## src/rtl/kgp_pkg.sv

```systemverilog
`default_nettype none
// ============================================================================
//  Module      : kgp_pkg
//  Description : Shared KGP code constants, sequencer state type and the
//                per-bit initial code function for the prefix adder.
//  Revision    : 1.0 - initial release
// ============================================================================
package kgp_pkg;

    // Carry status codes; 2'b10 is never produced
    localparam logic [1:0] KILL = 2'b00;
    localparam logic [1:0] PROP = 2'b01;
    localparam logic [1:0] GEN  = 2'b11;

    typedef enum logic [1:0] {
        IDLE   = 2'd0,
        PREFIX = 2'd1,
        DONE   = 2'd2
    } state_t;

    // Initial code for an operand bit pair: {a&b, a|b} maps 00->KILL,
    // 01/10->PROP, 11->GEN without ever forming the illegal code.
    function automatic logic [1:0] kgp_init(input logic a_bit, input logic b_bit);
        return {a_bit & b_bit, a_bit | b_bit};
    endfunction

endpackage
`default_nettype wire

```

## src/rtl/kgp_combine_cell.sv

```systemverilog
`default_nettype none
// ============================================================================
//  Module      : kgp_combine_cell
//  Description : Kogge-Stone prefix combine on KGP codes: a propagating
//                upper group passes the lower status, otherwise the upper
//                group's own kill/generate wins.
//  Revision    : 1.0 - initial release
// ============================================================================
module kgp_combine_cell
    import kgp_pkg::*;
(
    input  logic [1:0] i_hi,
    input  logic [1:0] i_lo,
    output logic [1:0] o_res
);

    // Upper group decides unless it merely propagates
    assign o_res = (i_hi == PROP) ? i_lo : i_hi;

endmodule
`default_nettype wire

```

## src/rtl/kgp_prefix_adder_seq.sv

```systemverilog
`default_nettype none
// ============================================================================
//  Module      : kgp_prefix_adder_seq
//  Description : Time-multiplexed KGP carry-lookahead adder. One row of
//                combine cells is reused for each Kogge-Stone level (span
//                1, 2, 4, ... WIDTH/2), one level per clock, then sum, carry
//                out and signed overflow are registered.
//  Revision    : 1.0 - initial release
// ============================================================================
module kgp_prefix_adder_seq
    import kgp_pkg::*;
#(
    parameter int WIDTH = 64
)(
    input  logic             clk,
    input  logic             rst,
    input  logic             start,
    input  logic [WIDTH-1:0] a,
    input  logic [WIDTH-1:0] b,
    input  logic             cin,
    output logic             ready,
    output logic             busy,
    output logic             done,
    output logic [WIDTH-1:0] sum,
    output logic             cout,
    output logic             ovf
);

    localparam int STAGES = $clog2(WIDTH);
    localparam int CNT_W  = (STAGES > 1) ? $clog2(STAGES) : 1;
    // Level mux is sized to the full counter range; unused codes hold
    localparam int N_SEL  = 1 << CNT_W;
    localparam logic [CNT_W-1:0] C_LAST_STAGE = CNT_W'(STAGES - 1);

    state_t                  r_state;
    state_t                  w_state_nxt;
    logic [CNT_W-1:0]        r_stage;
    logic [WIDTH-1:0][1:0]   r_kgp;
    logic [WIDTH-1:0][1:0]   w_kgp_init;
    logic [WIDTH-1:0][1:0]   w_kgp_nxt;
    logic [WIDTH-1:0]        w_carry;
    logic [WIDTH-1:0]        r_a;
    logic [WIDTH-1:0]        r_b;
    logic                    r_cin;
    logic [WIDTH-1:0]        r_sum;
    logic                    r_cout;
    logic                    r_ovf;
    logic                    w_ready;
    logic                    w_busy;
    logic                    w_done;
    logic                    w_accept;
    logic                    w_last;

    assign w_accept = start & w_ready;
    assign w_last   = (r_state == PREFIX) && (r_stage == C_LAST_STAGE);

    // Initial codes: bit 0 folds cin in as a majority, so it is only KILL/GEN
    for (genvar i = 0; i < WIDTH; i++) begin : g_init
        if (i == 0) begin : g_lsb
            logic w_maj;
            assign w_maj         = (a[0] & b[0]) | (a[0] & cin) | (b[0] & cin);
            assign w_kgp_init[0] = {w_maj, w_maj};
        end else begin : g_upper
            assign w_kgp_init[i] = kgp_init(a[i], b[i]);
        end
    end

    // Single combine row; the lower input is chosen by the current level
    for (genvar i = 0; i < WIDTH; i++) begin : g_bit
        logic [1:0] w_cand [N_SEL];
        for (genvar l = 0; l < N_SEL; l++) begin : g_lvl
            if ((l < STAGES) && (i >= (1 << l))) begin : g_shift
                assign w_cand[l] = r_kgp[i - (1 << l)];
            end else begin : g_hold
                // comb(x, x) == x, so feeding itself leaves the bit unchanged
                assign w_cand[l] = r_kgp[i];
            end
        end

        kgp_combine_cell u_cell (
            .i_hi  (r_kgp[i]),
            .i_lo  (w_cand[r_stage]),
            .o_res (w_kgp_nxt[i])
        );

        assign w_carry[i] = w_kgp_nxt[i][1];
    end

    // State register
    always_ff @(posedge clk) begin
        if (rst) begin
            r_state <= IDLE;
        end else begin
            r_state <= w_state_nxt;
        end
    end

    // Next-state and status outputs
    always_comb begin
        w_state_nxt = r_state;
        w_ready     = 1'b0;
        w_busy      = 1'b0;
        w_done      = 1'b0;
        case (r_state)
            IDLE: begin
                w_ready = 1'b1;
                if (start) begin
                    w_state_nxt = PREFIX;
                end
            end
            PREFIX: begin
                w_busy = 1'b1;
                if (r_stage == C_LAST_STAGE) begin
                    w_state_nxt = DONE;
                end
            end
            DONE: begin
                w_ready     = 1'b1;
                w_done      = 1'b1;
                w_state_nxt = start ? PREFIX : IDLE;
            end
            default: begin
                w_state_nxt = IDLE;
            end
        endcase
    end

    // Operand capture, one prefix level per clock, result registration
    always_ff @(posedge clk) begin
        if (rst) begin
            r_a     <= '0;
            r_b     <= '0;
            r_cin   <= 1'b0;
            r_kgp   <= '0;
            r_stage <= '0;
            r_sum   <= '0;
            r_cout  <= 1'b0;
            r_ovf   <= 1'b0;
        end else if (w_accept) begin
            r_a     <= a;
            r_b     <= b;
            r_cin   <= cin;
            r_kgp   <= w_kgp_init;
            r_stage <= '0;
        end else if (r_state == PREFIX) begin
            r_kgp   <= w_kgp_nxt;
            r_stage <= r_stage + CNT_W'(1);
            if (w_last) begin
                // After the final level every code is KILL/GEN: bit1 is the carry
                r_sum  <= r_a ^ r_b ^ {w_carry[WIDTH-2:0], r_cin};
                r_cout <= w_carry[WIDTH-1];
                r_ovf  <= w_carry[WIDTH-2] ^ w_carry[WIDTH-1];
            end
        end
    end

    assign ready = w_ready;
    assign busy  = w_busy;
    assign done  = w_done;
    assign sum   = r_sum;
    assign cout  = r_cout;
    assign ovf   = r_ovf;

endmodule
`default_nettype wire

```

## config.mk

```make
export PLATFORM = sky130hd
export DESIGN_NAME = kgp_prefix_adder_seq
export DESIGN_NICKNAME = d
export VERILOG_FILES = /design/src/rtl/kgp_pkg.sv /design/src/rtl/kgp_combine_cell.sv /design/src/rtl/kgp_prefix_adder_seq.sv
export SDC_FILE = /design/constraint.sdc
export NUM_CORES = 1
export LEC_CHECK = 0
export CORE_UTILIZATION = 65
export CTS_BUF_LIST = sky130_fd_sc_hd__clkbuf_4 sky130_fd_sc_hd__clkbuf_8
export DETAILED_ROUTE_END_ITERATION = 16
export DONT_BUFFER_PORTS = 1
export PLACE_DENSITY = 0.81
export SYNTH_ARGS = -nofsm -noshare
export SYNTH_HDL_FRONTEND = slang
export SYNTH_SLANG_ARGS = --single-unit
export TNS_END_PERCENT = 30
```

## constraint.sdc

```tcl
create_clock -name clk -period 4.97 [get_ports clk]
set_clock_uncertainty 0.2 [all_clocks]
set_input_delay 0.994 -clock clk [delete_from_list [all_inputs] [get_ports clk]]
set_output_delay 0.994 -clock clk [all_outputs]
set_load 0.01 [all_outputs]
```

==> summary.txt, run 1 <==
Critical path
  • CP max stage delay: 0.53 ns
  • Worst r2r path cells: 7
  • R2R Setup Slk: 1.60 ns
  • Worst reg2reg endpoint: sum[21]
  • Crit path DAT: 2.20 ns
  • Slowest-stage cell, CP: buf_4
  • Critical path fanouts, max: 32
  • Worst Setup End Kind: primary output
  • Reg-to-reg startpoint: r_stage[2]
  • Worst endpoint required time: 3.78 ns
  • Cell Chain, Critical Path: nand2b_2, inv_2, buf_4
  • Startpoint Class: flop
  • Critical path class: flop to primary output

Final layout
  • Syn-to-layout area delta: 5.26%
  • Filler Cells Inserted: 2252
  • Fin util: a little over two thirds
  • Most frequent cells in the layout: nand2_1, a21oi_1, dfxtp_1
  • Most common cell after layout, fill and taps aside: nand2_1
  • Share of post-route cells with drive strength above 1: 8.87%
  • Design Area, Final: 19300 um2
  • Final net count: 2335

CTS
  • H-tree depth: 2
  • CTS resizes: 0
  • Root buf cell: clkbuf_8
  • Clock sink total: 327
  • Clock buffer depth: 3
  • Number of post-CTS setup repair buffers: 0
  • Later-pin clock latency in the skew report: 0.60 ns
  • CTS Buf Count: 53
  • Hold buffers post-CTS: 0
  • Clk pin slew, worst setup/hold paths: ~0.06 ns
  • CTS tree: built

Hold path
  • Hold endpoint: r_a[15]
  • Hold Path Depth: 2
  • Hold WC Path Type: flop to flop
  • Min-delay src: r_a[15]

Drt
  • Pre-Repair DR Iteration Count: 6
  • Via density: 6.79
  • Total number of vias: 17809
  • DRC errors left: 0
  • 1st-iter DRT viols: 2421
  • Routed WL: 60.6 mm
  • Wirelength per Cell: approximately 23 um
  • DRT antenna net count: 0

Floorplanning
  • Ports: between 200 and 250
  • Die Wd: about 170 um
  • Initial Util: 65.9%
  • Die ar.: 28800 um2
  • Floorplan row count: 61
  • Chip height: 170 um
  • Core Region: 27800 um2

Synth
  • Synth Warn #: 0
  • Compound-Gate Fraction of Synth Area: 25.5%
  • Multiplexer share of the synthesized area: 7.30%
  • Syn_area_per_cell: 7.88 um2
  • Post-synth EDFFs: 0
  • Post-Synthesis Cells: 2325
  • Yosys cell types: between 50 and 60
  • Primary FF master, synth: dfxtp_1
  • Ys async rst share: 0%
  • Area contributors post-synth: dfxtp_1, a21oi_1, nand2_1
  • #FFs+latches synth: 327
  • Synth area leader: dfxtp_1
  • Largest family of logic cells by synthesized area: compound AO/OA/AOI/OAI gates
  • Mapped Area: 18300 um2
  • Adder-cell area share of the yosys netlist: less than 1%
  • Simple-gate area share of the yosys netlist: 19.7%
  • Synth top area share: 35.7%
  • Mapped Nets: 2459
  • Synth Area in XOR/XNOR: approximately 6.2%
  • Post-synthesis sequential area ratio: 35.7%

STA
  • Final period utilization: 68.2%
  • Setup TNS: 0 ns
  • Peak Freq: around 0.3 GHz
  • RSZ-0062 raised after global routing: no
  • Final setup viols: 0
  • Worst-Margin Slew: 1.05 ns
  • Slew Limit Fails: 0
  • Final min period: ~3.4 ns
  • Slew HR: 30.0%
  • Final hold violation count: 0

Place
  • GP Congestion: 0.994
  • Port Buffers: 0
  • Post-DP HPWL: 40.8 mm
  • Area after DPL: 18100 um2

Job
  • Maxcap violations: 0

Global routing
  • Number of global-route vias before repair: 16025
  • First-pass GRT wire length: 91.9 mm
  • GRT Overall Usage: 40.9%
  • Largest net degree at the start of global routing: around 330
  • Initial antenna violation count: 1
  • Global route overflow: 0

Power
  • Lkg Pwr: 6.17 nW
  • Pwr/cell area: 338 nW/um2
  • VDD IR max: 0.357 mV

Outcome
  • Status: finished clean
## final cells by class
| class | instances | area, um2 | share of cell area, % |
|---|---|---|---|
| tap | 378 | 473 | 2.45 |
| antenna | 1 | 2.50 | 0.0130 |
| sequential | 327 | 6560 | 34.0 |
| multi-input combinational | 1776 | 10800 | 56.0 |
| clock buffer | 90 | 1090 | 5.68 |
| inverter | 20 | 75.1 | 0.389 |
| timing repair buffer | 23 | 235 | 1.22 |
| clock inverter | 7 | 41.3 | 0.214 |
## critical path, delay by kind of cell (launching register included)
kind	cells	cell delay, ns
buf+inv	2	1.03
flops	1	0.46
simple gates	1	0.10
## power breakdown
group / internal, mW / switching [mW]
Combinational: 0.439 / 0.576
Clock: 1.38 / 1.09
Sequential: 2.77 / 0.260
Total: 4.59 / 1.92
## Yosys cell counts, types with 5 or more instances
| cell type | n |
|---|---|
| a21boi_0 | 5 |
| nand3_1 | 64 |
| buf_6 | 12 |
| o41ai_1 | 6 |
| a31oi_2 | 6 |
| mux4_2 | 40 |
| xnor2_1 | 127 |
| nand2_1 | 360 |
| mux2_2 | 11 |
| o21ai_0 | 82 |
| nor3_1 | 25 |
| a31oi_1 | 87 |
| nand4_1 | 38 |
| o22ai_1 | 24 |
| buf_1 | 19 |
| mux2i_1 | 30 |
| nand2b_1 | 70 |
| inv_1 | 19 |
| nor2b_1 | 27 |
| a22oi_1 | 6 |
| a211oi_1 | 105 |
| a21oi_1 | 331 |
| dfxtp_1 | 327 |
| buf_4 | 5 |
| o21ai_1 | 5 |
| clkbuf_1 | 122 |
| o22a_1 | 10 |
| buf_2 | 44 |
| nor2_1 | 175 |
| a211oi_2 | 9 |
| o311ai_0 | 41 |
| o211ai_1 | 9 |
| or2_1 | 29 |
## how the worst max path moves through the flow
stage / start / to / slack, ns / depth (start not counted)
finish: r_state[0] / busy / 1.58 / 3
CTS: r_state[0] / busy / 1.61 / 3
global placement: r_stage[2] / sum[21] / 1.80 / 7
detailed placement: r_stage[2] / sum[21] / 1.77 / 7
floorplan: r_stage[1] / sum[10] / 2.54 / 11
global route: r_stage[2] / sum[21] / 1.49 / 7
## cells by family (layout without fill, tap and decap cells)
logic type / count (synthesis) / after routing
buf+inv: 222 / 140
other cells: 0 / 1
simple gates: 806 / 806
xor+xnor: 129 / 129
compound gates: 757 / 757
fa+ha+maj: 2 / 2
mux: 82 / 82
flops: 327 / 327
## stage by stage
step | hold slack [ns] | std cells | worst slack [ns] | total power, mW
6_report | 0.262 | 2622 | 1.58 | 6.51
5_1_grt | 0.251 | 2622 | 1.49 | 6.74
4_1_cts | 0.263 | 2621 | 1.61 | 6.48
3_5_place_dp | 0.255 | 2524 | 1.77 | 4.06
3_3_place_gp | 0.248 | 2524 | 1.80 | 4.03
2_1_floorplan | 0.248 | 2325 | 2.54 | 3.81
## routing by layer
layer / global-route usage, % / wire (um) / vias to the layer above
met2: 61.3 / 26700 / 1115
met1: 56.9 / 24600 / 8400
li1: - / - / 8127
met4: 14.9 / 2020 / 0
met5: 0 / 0 / -
met3: 9.81 / 7280 / 167
## flip-flops by register name, indices dropped and copies added, names as in the netlist
signal        flops
g_bit.w_cand    127
r_a              64
r_b              64
sum              64
r_stage           3
r_state           2
cout              1
ovf               1
r_cin             1
(Power assumes the default switching activity.)
==> inputs of run 2 (changes only) <==
--- a/config.mk
+++ b/config.mk
@@ -5,11 +5,11 @@
 export SDC_FILE = /design/constraint.sdc
 export NUM_CORES = 1
 export LEC_CHECK = 0
-export CORE_UTILIZATION = 65
+export CORE_UTILIZATION = 60
 export CTS_BUF_LIST = sky130_fd_sc_hd__clkbuf_4 sky130_fd_sc_hd__clkbuf_8
 export DETAILED_ROUTE_END_ITERATION = 16
 export DONT_BUFFER_PORTS = 1
-export PLACE_DENSITY = 0.81
+export PLACE_DENSITY = 0.79
 export SYNTH_ARGS = -nofsm -noshare
 export SYNTH_HDL_FRONTEND = slang
 export SYNTH_SLANG_ARGS = --single-unit
==> constraint.sdc (replaced) <==
create_clock -name clk -period 2.9 [get_ports clk]
set_clock_uncertainty 0.2 [all_clocks]
set_input_delay 0.58 -clock clk [delete_from_list [all_inputs] [get_ports clk]]
set_output_delay 0.58 -clock clk [all_outputs]
set_load 0.01 [all_outputs]
==> run 2 against run 1 <==
The run now ends with hold timing, setup timing left. Count of clock-buffer cells in the layout is 12 lower. Power grew 82%. Wire length up 22%. Register-to-register slack got worse by 1.7 ns. Critical endpoint is now g_bit[11].w_cand[0]. Worst setup slack got worse by 1.6 ns. Clock power rose by 76%. Combinational power is 130% higher. Global-route usage rose by 3.2 points. Worst hold slack worse by 0.28 ns.
==> summary.txt, run 2 (synthesized netlist as in run 1, its figures left out) <==
Power
  • VDD IR max: 0.481 mV
  • Clock power frac: 36.8%
  • Gate power share: 19.5%
  • Pwr/cell area: around 530 nW/um2
  • Lkg Pwr: 7.87 nW
  • Int Power: 8.24 mW
  • Seq pwr share: 43.7%
  • Sw Share: 30.3%
  • Sw Pwr: roughly 3.6 mW

CTS
  • Clock buffer depth: 3
  • Root buf cell: clkbuf_8
  • CTS tree: built
  • H-tree depth: 2
  • Clock sink total: 327
  • CTS Buf Count: 53
  • Clk pin slew, worst setup/hold paths: about 0.07 ns
  • Later-pin clock latency in the skew report: 0.62 ns

STA
  • Final hold violation count: 2
  • Slew Limit Fails: 0
  • Worst setup margin: -0.0672 ns
  • Hold Slack: -0.0175 ns
  • Final setup viols: 1
  • Final period utilization: 102%
  • Slew HR: 25.6%
  • Worst-Margin Slew: 1.11 ns
  • Final min period: roughly 3 ns
  • Peak Freq: 0.337 GHz

Outcome
  • Status: finished with violations
  • Failing checks: hold timing, setup timing

Critical path
  • Reg-to-reg startpoint: r_state[0]
  • Critical path class: flop to flop
  • Worst r2r path cells: 6
  • Crit path DAT: approximately 3.3 ns
  • Critical path fanouts, max: 12
  • CP endpoint: g_bit[11].w_cand[0]
  • Crit path launch: r_state[0]
  • Worst Setup End Kind: flop
  • Worst reg2reg endpoint: g_bit[11].w_cand[0]
  • Worst endpoint required time: 3.20 ns
  • R2R Setup Slk: -0.07 ns
  • Startpoint Class: flop

Global routing
  • Number of global-route vias before repair: 18973
  • Initial antenna violation count: 1
  • Largest net degree at the start of global routing: about 330
  • Global route overflow: 0
  • GRT Overall Usage: 44.0%
  • First-pass GRT wire length: between 100 and 150 mm

Final layout
  • Max FFs per register: approximately 130
  • Syn-to-layout area delta: 21.8%
  • Share of post-route cells with drive strength above 1: 9.05%
  • Design Area, Final: 22300 um2
  • Filler Cells Inserted: about 2100
  • Most common cell after layout, fill and taps aside: nand2_1
  • Most frequent cells in the layout: nand2_1, a21oi_1, dfxtp_1
  • Final net count: 2628
  • Ant diodes: 0

Floorplanning
  • Initial Util: 61.5%
  • Chip height: 177 um
  • Ports: 201
  • Floorplan row count: 63
  • Core Region: 29800 um2
  • Die Wd: 177 um
  • Die ar.: 31200 um2

Drt
  • Routed WL: 73.8 mm
  • 1st-iter DRT viols: 2684
  • Total number of vias: 20010
  • Wirelength per Cell: 25.3 um
  • Via density: around 6.9
  • DRT antenna net count: 0
  • Pre-Repair DR Iteration Count: 8
  • DRC errors left: 0

Place
  • Port Buffers: 0
  • Area after DPL: 18500 um2
  • GP Congestion: around 1.0
  • Post-DP HPWL: approximately 44 mm
  • Dpl ws: around 0.26 ns

Hold path
  • Hold WC Path Type: input pin to flop

Job
  • Maxcap violations: 0
## run 2: critical path, stage by stage, from the launching register on
cell and delay (ns):
dfxtp_1 0.48, nand2b_2 0.30, inv_2 0.16, nand2_1 0.29
o311ai_0 0.64, a21oi_1 0.18, dlygate4sd3_1 0.62
## run 2: how the worst min path moves through the flow
stage	start	depth (start not counted)	slack [ns]	end
6_report	b[18]	2	-0.02	g_bit[18].w_cand[0]
5_1_grt	b[54]	2	-0.002	g_bit[54].w_cand[0]
4_1_cts	rst	1	-0.18	sum[10]
3_5_place_dp	r_a[63]	2	0.26	r_a[63]
3_3_place_gp	r_b[15]	2	0.25	r_b[15]
2_1_floorplan	r_a[63]	2	0.25	r_a[63]
## run 2: what timing repair did
item                                    4_1_cts  5_1_grt
gates resized for setup                       0        3
hold endpoints to repair                    324      104
endpoints found under the setup margin        0       43
setup buffers                                 0        9
hold buffers                                233       23
## run 2: power groups by stage
| stage | logic [mW] | clock network (mW) | registers, mW |
|---|---|---|---|
| finish | 2.31 | 4.35 | 5.16 |
| global route | 2.46 | 4.52 | 5.17 |
| CTS | 2.08 | 4.32 | 5.13 |
| detailed placement | 1.79 | 0 | 5.23 |
| global placement | 1.75 | 0 | 5.22 |
| floorplan | 1.49 | 0 | 5.03 |
## run 2: layer usage
layer / wire length (um) / track usage [%]
met1: 28100 / 57.9
met5: 13 / 0
met4: 3520 / 19.8
met2: 33000 / 68.3
met3: 9210 / 10.8
## run 2: cell type report
cell class / instances / area [um2] / share of cell area (%)
Multi-Input combinational cell: 1776 / 10800 / 48.4
Sequential cell: 327 / 6560 / 29.4
Timing Repair Buffer: 316 / 3270 / 14.7
Clock buffer: 78 / 980 / 4.39
Tap cell: 390 / 488 / 2.19
Clock inverter: 12 / 140 / 0.628
Inverter: 20 / 75.1 / 0.337
## run 2: through the flow
stage | setup TNS, ns | hold slack, ns | instances | power [mW] | util (%)
5_1_grt | -0.0688 | -0.00163 | 2919 | 12.2 | 74.9
2_1_floorplan | 0 | 0.248 | 2325 | 6.52 | -
6_report | -0.0672 | -0.0175 | 2919 | 11.8 | 74.9
3_5_place_dp | 0 | 0.256 | 2564 | 7.02 | 62.0
4_1_cts | 0 | -0.179 | 2887 | 11.5 | 73.6
3_3_place_gp | 0 | 0.249 | 2564 | 6.98 | 62.0
